[src/rtl/fifo_reader_if.sv]
// -----------------------------------------------------------------------------
// fifo_reader_if
//   Downstream stream handshake carried out of fifo_reader.
//   m_data  : registered data word
//   m_valid : m_data holds an undelivered entry
//   m_ready : consumer accepts m_data on an edge where m_valid is also high
//   master  : producer side (fifo_reader)
//   slave   : consumer side
// -----------------------------------------------------------------------------
interface fifo_reader_if #(
  parameter int WIDTH = 8
) ();
  logic [WIDTH-1:0] m_data;
  logic             m_valid;
  logic             m_ready;

  modport master (output m_data, output m_valid, input m_ready);
  modport slave  (input m_data, input m_valid, output m_ready);
endinterface

[src/rtl/fifo_reader.sv]
// -----------------------------------------------------------------------------
// fifo_reader
//   Drains a companion synchronous fifo (combinational read data) into a
//   one-entry registered output stage. It tracks the fifo occupancy itself
//   from a copy of the write strobe, so pop is generated without any
//   handshake back from the fifo. A flush request discards everything
//   buffered, including pushes that arrive while flushing.
//
//   clk        : sole clock, rising edge
//   reset      : synchronous, active-high
//   push       : copy of the fifo write strobe
//   fifo_dout  : fifo read data (entry at its read pointer)
//   pop        : fifo read strobe
//   flush      : request to discard all buffered entries
//   stream     : m_data / m_valid / m_ready output handshake
//   count      : entries in the fifo, not counting the one in m_data
//   empty/full : count == 0 / count == DEPTH
//   overflow   : sticky, push seen while full with no pop
//   flush_done : one-cycle pulse after a flush completes
// -----------------------------------------------------------------------------
module fifo_reader #(
  parameter int DEPTH = 256,
  parameter int SIZE  = 8,
  parameter int WIDTH = 8
) (
  input  logic             clk,
  input  logic             reset,
  input  logic             push,
  input  logic [WIDTH-1:0] fifo_dout,
  output logic             pop,
  input  logic             flush,
  fifo_reader_if.master    stream,
  output logic [SIZE:0]    count,
  output logic             empty,
  output logic             full,
  output logic             overflow,
  output logic             flush_done
);

  localparam logic [SIZE:0] DEPTH_CNT = (SIZE+1)'(DEPTH);

  typedef enum logic {RUN, FLUSH} state_t;

  state_t        state;
  state_t        state_next;
  logic          push_eff;
  logic [SIZE:0] count_next;

  assign empty = (count == '0);
  assign full  = (count == DEPTH_CNT);

  // A push into a full fifo only lands if the same edge frees a slot.
  assign push_eff   = push && (!full || pop);
  assign count_next = count + (SIZE+1)'(push_eff) - (SIZE+1)'(pop);

  // NOTE: every signal driven from always_comb gets a default on entry;
  // any path that skips an assignment would otherwise infer a latch.
  always_comb begin
    pop = 1'b0;
    if (!reset) begin
      unique case (state)
        RUN:   pop = !empty && (!stream.m_valid || stream.m_ready);
        FLUSH: pop = !empty;
        default: pop = 1'b0;
      endcase
    end
  end

  always_comb begin
    state_next = state;
    unique case (state)
      RUN:     if (flush) state_next = FLUSH;
      FLUSH:   if (count_next == '0) state_next = RUN;
      default: state_next = RUN;
    endcase
  end

  // NOTE: sequential state uses non-blocking assignments so every register
  // samples pre-edge values regardless of statement order.
  always_ff @(posedge clk) begin
    if (reset) begin
      state          <= RUN;
      count          <= '0;
      stream.m_valid <= 1'b0;
      stream.m_data  <= '0;
      overflow       <= 1'b0;
      flush_done     <= 1'b0;
    end else begin
      state      <= state_next;
      count      <= count_next;
      flush_done <= (state == FLUSH) && (count_next == '0);

      if (push && full && !pop) overflow <= 1'b1;

      if (state == RUN) begin
        if (pop) begin
          stream.m_data  <= fifo_dout;
          stream.m_valid <= 1'b1;
        end else if (stream.m_valid && stream.m_ready) begin
          stream.m_valid <= 1'b0;
        end
        // Entering FLUSH drops whatever sits in the output register.
        if (flush) stream.m_valid <= 1'b0;
      end else begin
        stream.m_valid <= 1'b0;
      end
    end
  end

endmodule

[src/flat_wrapper.sv]
// flat-port wrapper written by rule: the top's interface ports become plain ports
module fifo_reader_flat 
#(
  parameter int DEPTH = 256,
  parameter int SIZE  = 8,
  parameter int WIDTH = 8
)
  (clk, reset, push, fifo_dout, pop, flush, count, empty, full, overflow, flush_done, stream_m_data, stream_m_valid, stream_m_ready);
  fifo_reader_if #(.WIDTH(WIDTH)) stream_i ();
  input  logic clk;
  input  logic reset;
  input  logic push;
  input  logic [WIDTH-1:0] fifo_dout;
  output logic pop;
  input  logic flush;
  output logic [SIZE:0] count;
  output logic empty;
  output logic full;
  output logic overflow;
  output logic flush_done;
  output wire logic [$bits(stream_i.m_data)-1:0] stream_m_data;
  output wire logic [$bits(stream_i.m_valid)-1:0] stream_m_valid;
  input wire logic [$bits(stream_i.m_ready)-1:0] stream_m_ready;
  assign stream_m_data = stream_i.m_data;
  assign stream_m_valid = stream_i.m_valid;
  assign stream_i.m_ready = stream_m_ready;
  fifo_reader #(.DEPTH(DEPTH), .SIZE(SIZE), .WIDTH(WIDTH)) u_core (.clk(clk), .reset(reset), .push(push), .fifo_dout(fifo_dout), .pop(pop), .flush(flush), .stream(stream_i), .count(count), .empty(empty), .full(full), .overflow(overflow), .flush_done(flush_done));
endmodule
[config.mk]
export PLATFORM = sky130hd
export DESIGN_NAME = fifo_reader_flat
export DESIGN_NICKNAME = d
export VERILOG_FILES = /design/src/rtl/fifo_reader_if.sv /design/src/rtl/fifo_reader.sv /design/src/flat_wrapper.sv
export SDC_FILE = /design/constraint.sdc
export NUM_CORES = 1
export LEC_CHECK = 0
export BUFFER_PORTS_ARGS = -buffer_cell sky130_fd_sc_hd__buf_2
export CELL_PAD_IN_SITES_DETAIL_PLACEMENT = 0
export CELL_PAD_IN_SITES_GLOBAL_PLACEMENT = 1
export CORE_MARGIN = 2
export CORE_UTILIZATION = 37
export CTS_CLUSTER_DIAMETER = 200
export DETAILED_ROUTE_END_ITERATION = 10
export PLACE_DENSITY = 0.87
export SETUP_SLACK_MARGIN = 0.5
export SYNTH_ARGS = -nofsm -noshare
export SYNTH_HDL_FRONTEND = slang
export SYNTH_SLANG_ARGS = --single-unit
[constraint.sdc]
create_clock -name clk -period 3.6 [get_ports clk]
set_input_delay 0.72 -clock clk [delete_from_list [all_inputs] [get_ports clk]]
set_output_delay 0.72 -clock clk [all_outputs]
set_load 0.01 [all_outputs]
==> results of run 1 <==
[registers in the layout (all words and copies together) (netlist names)]
register,cells
u_core.stream.m_data,8
u_core.overflow,1
u_core.flush_done,1
u_core.state,1
u_core.stream.m_valid,1
u_core.count,9
[metal layers]
layer	up-vias	share of wire, %	global-route usage, %
li1	557	-	-
met1	499	41	20.1
met2	42	51	28.3
met3	6	7.1	4.41
met4	0	1.7	6.21
met5	-	0	0
[cells in the final DEF, fill, tap and decap left out, drive strengths merged, types with 2 or more instances in the layout]
master	count
nor2	19
xnor2	4
nor4	2
nor3	2
a21o	3
a2111o	2
nor2b	3
buf	47
nand2b	3
o21bai	3
inv	15
nor3b	2
dfxtp	21
a21boi	2
a31oi	2
ha	12
clkbuf	3
o21ba	3
a21oi	4
mux2i	8
[layout make-up]
cell class | instances | area (um2) | share of cell area [%]
Clock buffer | 3 | 22.5 | 1.37
Tap cell | 44 | 55.1 | 3.35
Timing Repair Buffer | 47 | 265 | 16.1
Clock inverter | 1 | 5.00 | 0.305
Inverter | 15 | 56.3 | 3.43
Sequential cell | 21 | 428 | 26.0
Multi-Input combinational cell | 91 | 811 | 49.4
[critical path, stage by stage, from the launching register on]
cell and delay (ns):
dfxtp_2 0.35, inv_2 0.07, ha_4 0.14, nand2b_4 0.06, nor4_4 0.25, nor2_2 0.07
ha_1 0.27, inv_1 0.06, ha_2 0.18, inv_2 0.04, fa_2 0.35, nand2b_4 0.15
a2111o_1 0.44, and3b_1 0.19, o2111a_1 0.23, and4b_1 0.19
[worst paths after layout]
check | start | to | slack [ns] | depth (start not counted)
hold reg to reg | u_core.overflow | u_core.overflow | 0.50 | 2
setup / recovery | u_core.count[3] | u_core.flush_done | 0.46 | 15
setup reg to reg | u_core.count[3] | u_core.flush_done | 0.46 | 15
hold / removal | u_core.overflow | u_core.overflow | 0.50 | 2
[power breakdown]
part	switching (mW)	total, mW	internal [mW]
Clock	0.0800	0.122	0.0416
Combinational	0.540	1.05	0.515
Sequential	0.0472	0.342	0.295
[kinds of logic after synthesis]
| family | after synthesis | synth area share, % |
|---|---|---|
| compound gates | 26 | 17.5 |
| buf+inv | 18 | 5.66 |
| simple gates | 39 | 18.0 |
| fa+ha+maj | 13 | 14.0 |
| mux | 8 | 6.59 |
| xor+xnor | 5 | 3.60 |
| flops | 21 | 34.6 |
[through the flow]
step	area (um2)	instances	power [mW]	hold WS, ns	setup slack, ns
after CTS	1600	219	1.45	0.499	0.501
after floorplan	1260	130	1.03	0.505	0.308
after global placement	1480	207	1.21	0.448	0.183
after detailed placement	1480	207	1.23	0.467	0.121
final	1640	222	1.52	0.496	0.460
after global routing	1640	222	1.65	0.536	0.316
[timing repair]
action	CTS	global route
pin swaps	6	5
setup endpoints to repair	3	3
endpoints found under the hold margin	0	0
gates resized for setup	15	5
setup buffers	8	3
==> out/qor.yml, run 1 <==
status: "complete, no violations"
maxCapViolCount: 0
dieHeight_um: 61.3
area_growth_pct: 35.2
setup_viol: 0
yosysUniqueCellTypes: 39
ys.flop_type: "dfxtp_1"
num-fill-cells: 303
max_freq_mhz: 319
slew_viol_final: 0
dpl.hpwl_um: 2040
cts_hold_buf: 0
drcViolationCount: 0
yosys_warnings: 0
required_ns: 3.82
wl_per_cell_um: 12.8
post-route-min-period_ns: 3.14
grt_antenna_before_repair: 0
syn_area_um2: 1210
cts-root-buf: "clkbuf_4"
async_flop_share_pct: 0
post-synth-top-count-cell: "dfxtp_1"
p_leak_nw: 0.832
via_per_inst: 4.97
syn_avg_cell_area_um2: 9.35
cp-start-kind: "register"
arrival_ns: 3.36
powerDensity_nw_per_um2: 925
port_buffers: 35
cts_buffer_depth: 2
floorplan.die_area_um2: 3760
gr-total-overflow: 0
ys_seq_area_share_pct: 34.6
tightest_slew_ns: 0.423
synth_top_area_cell: "dfxtp_1"
vdd_drop_max_uv: 249
fin_util_pct: 53.4
drtPass1Iterations: 4
rows: 20
vias: 1104
cts_buffers: 3
grt_pass1_vias: 1029
htree_levels: 1
start_util_pct: 39.5
finClkSkew_ns: 0.00343
cts_tree: "yes"
drt-initial-drc-count: 22
syn_nets: 156
core_um2: 3080
netlist_top_cells_count: "dfxtp_1, nor2_1, inv_1, ha_1, mux2i_1"
finalSetupTns_ns: 0
rsz0062_at_grt: "yes"
hold_path_class: "register to register"
fp.dieW_um: 61.3
grt_max_degree: 23
hold_violations: 0
ioPinCount: 36
clk_latency_ns: 0.31
drive_gt1_share_pct: 46.6
syn_inst: 130
diodes: 0
relSlewSlack_pct: 71.8
grt_pass1_wl_um: 4630
place_congestion: 0.767
critPathMaxFanout: 3
crit_path_end_kind: "register"
ant_nets: 0
ys_seq_elements: 21
synth_edf_count: 0
final_nets: 205
yosys.area.top_type_share_pct: 34.6
critical_path_class: "register to register"
path_clk_slew_ns: 0.13
yosys-top-cells-area: "dfxtp_1, ha_1, mux2i_1"
wirelength_um: 2850
post-route-period-util_pct: 87.2
cts_num_sinks: 21
track_usage_pct: 16.6
Note: power is estimated with default switching activity, not from simulation.
==> run 2, diff against run 1 <==
==> constraint.sdc (replaced) <==
create_clock -name clk -period 3.6 [get_ports clk]
set_input_delay 0.54 -clock clk [delete_from_list [all_inputs] [get_ports clk]]
set_output_delay 0.54 -clock clk [all_outputs]
set_load 0.01 [all_outputs]
==> out/qor.yml, run 2 (synthesized netlist as in run 1, its figures left out) <==
status: "complete, no violations"
slew_viol_final: 0
setup_viol: 0
rows: 20
dpl.hpwl_um: 2060
final_nets: 206
place_congestion: 0.791
hold_path_class: "input pin to register"
ant_nets: 0
floorplan.die_area_um2: 3760
start_util_pct: 39.5
cts-root-buf: "clkbuf_4"
hold_violations: 0
drt-initial-drc-count: 25
crit_path_end_kind: "register"
combPwrFrac_pct: 69.7
powerDensity_nw_per_um2: 941
wl_per_cell_um: 12.5
dieHeight_um: 61.3
cts_tree: "yes"
drive_gt1_share_pct: 46.4
r2r-start: "u_core.count[7]"
pwr-share-seq_pct: 22.3
relSlewSlack_pct: 71.7
cts_num_sinks: 21
regToRegSetupSlack_ns: 0.49
critPathMaxFanout: 3
finalNonFillerCells: 223
r2r_end: "u_core.flush_done"
p_leak_nw: 0.830
netSwitchingFraction_pct: 43.1
cts_buffers: 3
final_common_cell: "buf_2"
post-route-min-period_ns: 3.11
wl_met1_um: 1190
post-route-period-util_pct: 86.4
wirelength_um: 2800
grt_antenna_before_repair: 0
grt_max_degree: 23
wl_met2_um: 1410
port_buffers: 35
clkPwrFrac_pct: 7.9
required_ns: 3.83
rsz0062_at_grt: "yes"
vdd_drop_max_uv: 305
hold_path_end: "u_core.stream.m_valid"
tightest_slew_ns: 0.424
diodes: 0
gr-total-overflow: 0
dp_cells: 207
grt_pass1_wl_um: 4410
wl_met3_um: 170
maxCapViolCount: 0
largest_reg_flops: 9
vias: 1077
via_per_inst: 4.83
arrival_ns: 3.34
drcViolationCount: 0
path_clk_slew_ns: 0.13
grt_pass1_vias: 1052
cts_buffer_depth: 2
clk_latency_ns: 0.32
drtPass1Iterations: 4
reg_top3: "u_core.count x9, u_core.stream.m_data x8"
top_layer: "met4"
area_growth_pct: 35.9
hp-start: "flush"
largest_register: "u_core.count"
finalSetupTns_ns: 0
fp.dieW_um: 61.3
reg2regPathDepth: 15
core_um2: 3080
hold_depth: 2
finClkSkew_ns: 0.00535
cp-start-kind: "register"
htree_levels: 1
max_freq_mhz: 322
layout_common_cells: "buf_2, nor2_1, dfxtp_1"
p_switching_mw: 0.670
ioPinCount: 36
critical_path_class: "register to register"
power.internal_mw: 0.884
track_usage_pct: 15.9
run 2: changes by cell type in the layout (fill, tap and decap cells not counted):
cell / before / now
nand2b_4: 3 / 2
xnor2_2: 0 / 1
o21bai_4: 1 / 0
xnor2_1: 4 / 3
clkinv_2: 1 / 0
ha_2: 2 / 1
clkinvlp_4: 0 / 1
nand2b_1: 0 / 1
o21bai_1: 2 / 3
buf_4: 12 / 13
ha_4: 2 / 3
run 2: final cells by class:
| class | count | area [um2] |
|---|---|---|
| Tap cell | 44 | 55.1 |
| Inverter | 15 | 56.3 |
| Clock buffer | 3 | 22.5 |
| Sequential cell | 21 | 428 |
| Multi-Input combinational cell | 91 | 810 |
| Clock inverter | 1 | 7.51 |
| Fill cell | 299 | 1430 |
| Timing Repair Buffer | 48 | 273 |
run 2: repair_timing:
item,CTS,global route
gates resized for setup,8,10
setup endpoints to repair,3,3
hold buffers,0,0
pin swaps,7,12
setup buffers,8,4
run 2: per-stage QoR:
stage | instance area (um2) | total power [mW] | setup slack (ns) | util [%] | hold slack, ns
2_1_floorplan | 1250 | 1.04 | 0.423 | - | 0.464
3_3_place_gp | 1470 | 1.22 | 0.349 | 47.8 | 0.447
3_5_place_dp | 1470 | 1.24 | 0.234 | 47.8 | 0.462
4_1_cts | 1580 | 1.46 | 0.424 | 51.5 | 0.387
5_1_grt | 1650 | 1.69 | 0.325 | 53.7 | 0.402
6_report | 1650 | 1.55 | 0.491 | 53.7 | 0.389
run 2: power groups by stage:
stage / sequential, mW / clock (mW) / combinational [mW]
3_5_place_dp: 0.351 / 0 / 0.887
5_1_grt: 0.354 / 0.140 / 1.20
6_report: 0.347 / 0.123 / 1.08
2_1_floorplan: 0.368 / 0 / 0.669
4_1_cts: 0.347 / 0.128 / 0.981
3_3_place_gp: 0.348 / 0 / 0.870
run 2: layer usage:
layer	global-route usage, %	vias up
li1	-	556
met3	5.88	5
met5	0	-
met2	30.2	29
met4	3.11	0
met1	16.6	487
run 2: worst max path at each step:
stage / cells after the start / end / from / slack (ns)
4_1_cts: 15 / u_core.flush_done / u_core.count[3] / 0.42
5_1_grt: 15 / u_core.flush_done / u_core.count[7] / 0.32
2_1_floorplan: 15 / u_core.flush_done / u_core.count[6] / 0.42
6_report: 15 / u_core.flush_done / u_core.count[7] / 0.49
3_5_place_dp: 14 / u_core.flush_done / stream_m_ready / 0.23
3_3_place_gp: 14 / u_core.flush_done / stream_m_ready / 0.35
run 2: worst max-delay path: stages, from the launching register on:
cell and delay (ns):
dfxtp_2 0.35, inv_2 0.08, ha_4 0.14, nand2_4 0.06, nor4_4 0.25, nor2_2 0.07, ha_1 0.27, inv_1 0.06
ha_2 0.18, inv_2 0.04, fa_2 0.33, nand2b_4 0.15, a2111o_1 0.40, o211ai_1 0.31, xnor2_2 0.13, and4b_1 0.21
==> run 3, diff against run 2 <==
MAX_ROUTING_LAYER = met4   (was not set)
==> out/qor.yml, run 3 (synthesized netlist as in run 1, its figures left out) <==
fp.dieW_um: 61.3
p_leak_nw: 0.830
regToRegSetupSlack_ns: 0.50
core_um2: 3080
status: "complete, no violations"
drcViolationCount: 0
start_util_pct: 39.5
largest_reg_flops: 9
dieHeight_um: 61.3
post-route-min-period_ns: 3.10
grt_pass1_vias: 1047
cts-root-buf: "clkbuf_4"
grt_pass1_wl_um: 4420
crit_slowest_cell: "a2111o_1"
rows: 20
crit_chain: "inv_2 > ha_4 > nand2_4 > nor4_4 > nor2_2 > ha_1 > inv_1 > ha_2 > inv_2 > fa_2 > nand2b_4 > a2111o_1 > o211ai_1 > xnor2_2 > and4b_1"
crit_path_end_kind: "register"
cts_hold_buf: 0
hold_path_class: "input pin to register"
multi_input_area_um2: 810
cts_tree: "yes"
tightest_slew_ns: 0.425
place_congestion: 0.802
port_buffers: 35
relSlewSlack_pct: 71.7
drtPass1Iterations: 4
cts_num_sinks: 21
htree_levels: 1
reg2regPathDepth: 15
floorplan.die_area_um2: 3760
drive_gt1_share_pct: 46.4
max_freq_mhz: 323
maxCapViolCount: 0
wirelength_um: 2780
critPathMaxFanout: 3
gr-total-overflow: 0
timing.critical_path.mode_cell: "inv_2"
r2r-start: "u_core.count[7]"
finalSetupTns_ns: 0
ioPinCount: 36
rsz0062_at_grt: "yes"
cpPeakStageDelay_ns: 0.40
hold_path_end: "u_core.stream.m_valid"
powerDensity_nw_per_um2: 939
largest_register: "u_core.count"
r2r_end: "u_core.flush_done"
dpl.hpwl_um: 2060
track_usage_pct: 16.4
area_growth_pct: 35.9
post-route-period-util_pct: 86.0
final_common_cell: "buf_2"
vdd_drop_max_uv: 303
critical_path_class: "register to register"
clk_latency_ns: 0.32
vias: 1082
crit_buf_inv: 3
wl_per_cell_um: 12.5
grt_max_degree: 23
hp-start: "flush"
layout_common_cells: "buf_2, nor2_1, dfxtp_1"
critical_path.top_delay_family: "adder cells"
grt_antenna_before_repair: 0
diodes: 0
hold_violations: 0
arrival_ns: 3.33
required_ns: 3.83
cp-start-kind: "register"
fin_ws_ns: 0.503
path_clk_slew_ns: 0.13
cts_buffers: 3
final_nets: 206
via_per_inst: 4.85
hold_depth: 2
reg_top3: "u_core.count x9, u_core.stream.m_data x8"
p_total_mw: 1.55
place_ws_ns: 0.234
seq_area_um2: 428
num-fill-cells: 299
finClkSkew_ns: 0.00661
drt-initial-drc-count: 29
slew_viol_final: 0
ant_nets: 0
cts_buffer_depth: 2
postPlaceCellArea_um2: 1470
setup_viol: 0
fin_area_um2: 1650
run 3: cell type report:
| class | count | area share, % |
|---|---|---|
| repair buffers | 48 | 16.5 |
| multi-input cells | 91 | 49.0 |
| well taps | 44 | 3.33 |
| flip-flops and latches | 21 | 25.9 |
| clock buffers | 3 | 1.36 |
| inverters | 15 | 3.41 |
| clock inverters | 1 | 0.455 |
run 3: metal layers:
layer | GRT usage (%) | routed length [um]
met4 | 3.11 | 23
met5 | - | 0
met1 | 17.3 | 1210
met3 | 4.83 | 143
met2 | 30.2 | 1410
run 3: timing repair:
| item | 4_1_cts | 5_1_grt |
|---|---|---|
| setup endpoints to repair | 3 | 3 |
| setup buffers | 8 | 4 |
| pin swaps | 7 | 12 |
| resized for setup | 8 | 10 |
run 3: worst max path at each step:
| stage | from | to | slack (ns) | cells after the start |
|---|---|---|---|---|
| after floorplan | u_core.count[6] | u_core.flush_done | 0.42 | 15 |
| after global placement | stream_m_ready | u_core.flush_done | 0.35 | 14 |
| after detailed placement | stream_m_ready | u_core.flush_done | 0.23 | 14 |
| after CTS | u_core.count[3] | u_core.flush_done | 0.42 | 15 |
| after global routing | u_core.count[7] | u_core.flush_done | 0.32 | 15 |
| final | u_core.count[7] | u_core.flush_done | 0.50 | 15 |
run 3: power breakdown:
part           leakage (nW)  switching [mW]  total [mW]  internal (mW)
registers             0.175          0.0510       0.347          0.296
clock network        0.0139          0.0806       0.123         0.0425
logic                 0.641           0.536        1.08          0.545
total                 0.830           0.667        1.55          0.883
run 3: metrics by stage:
stage	util (%)	hold WS (ns)	cells
3_5_place_dp	47.8	0.462	207
3_3_place_gp	47.8	0.447	207
2_1_floorplan	-	0.464	130
6_report	53.7	0.390	223
4_1_cts	51.5	0.387	219
5_1_grt	53.7	0.402	223
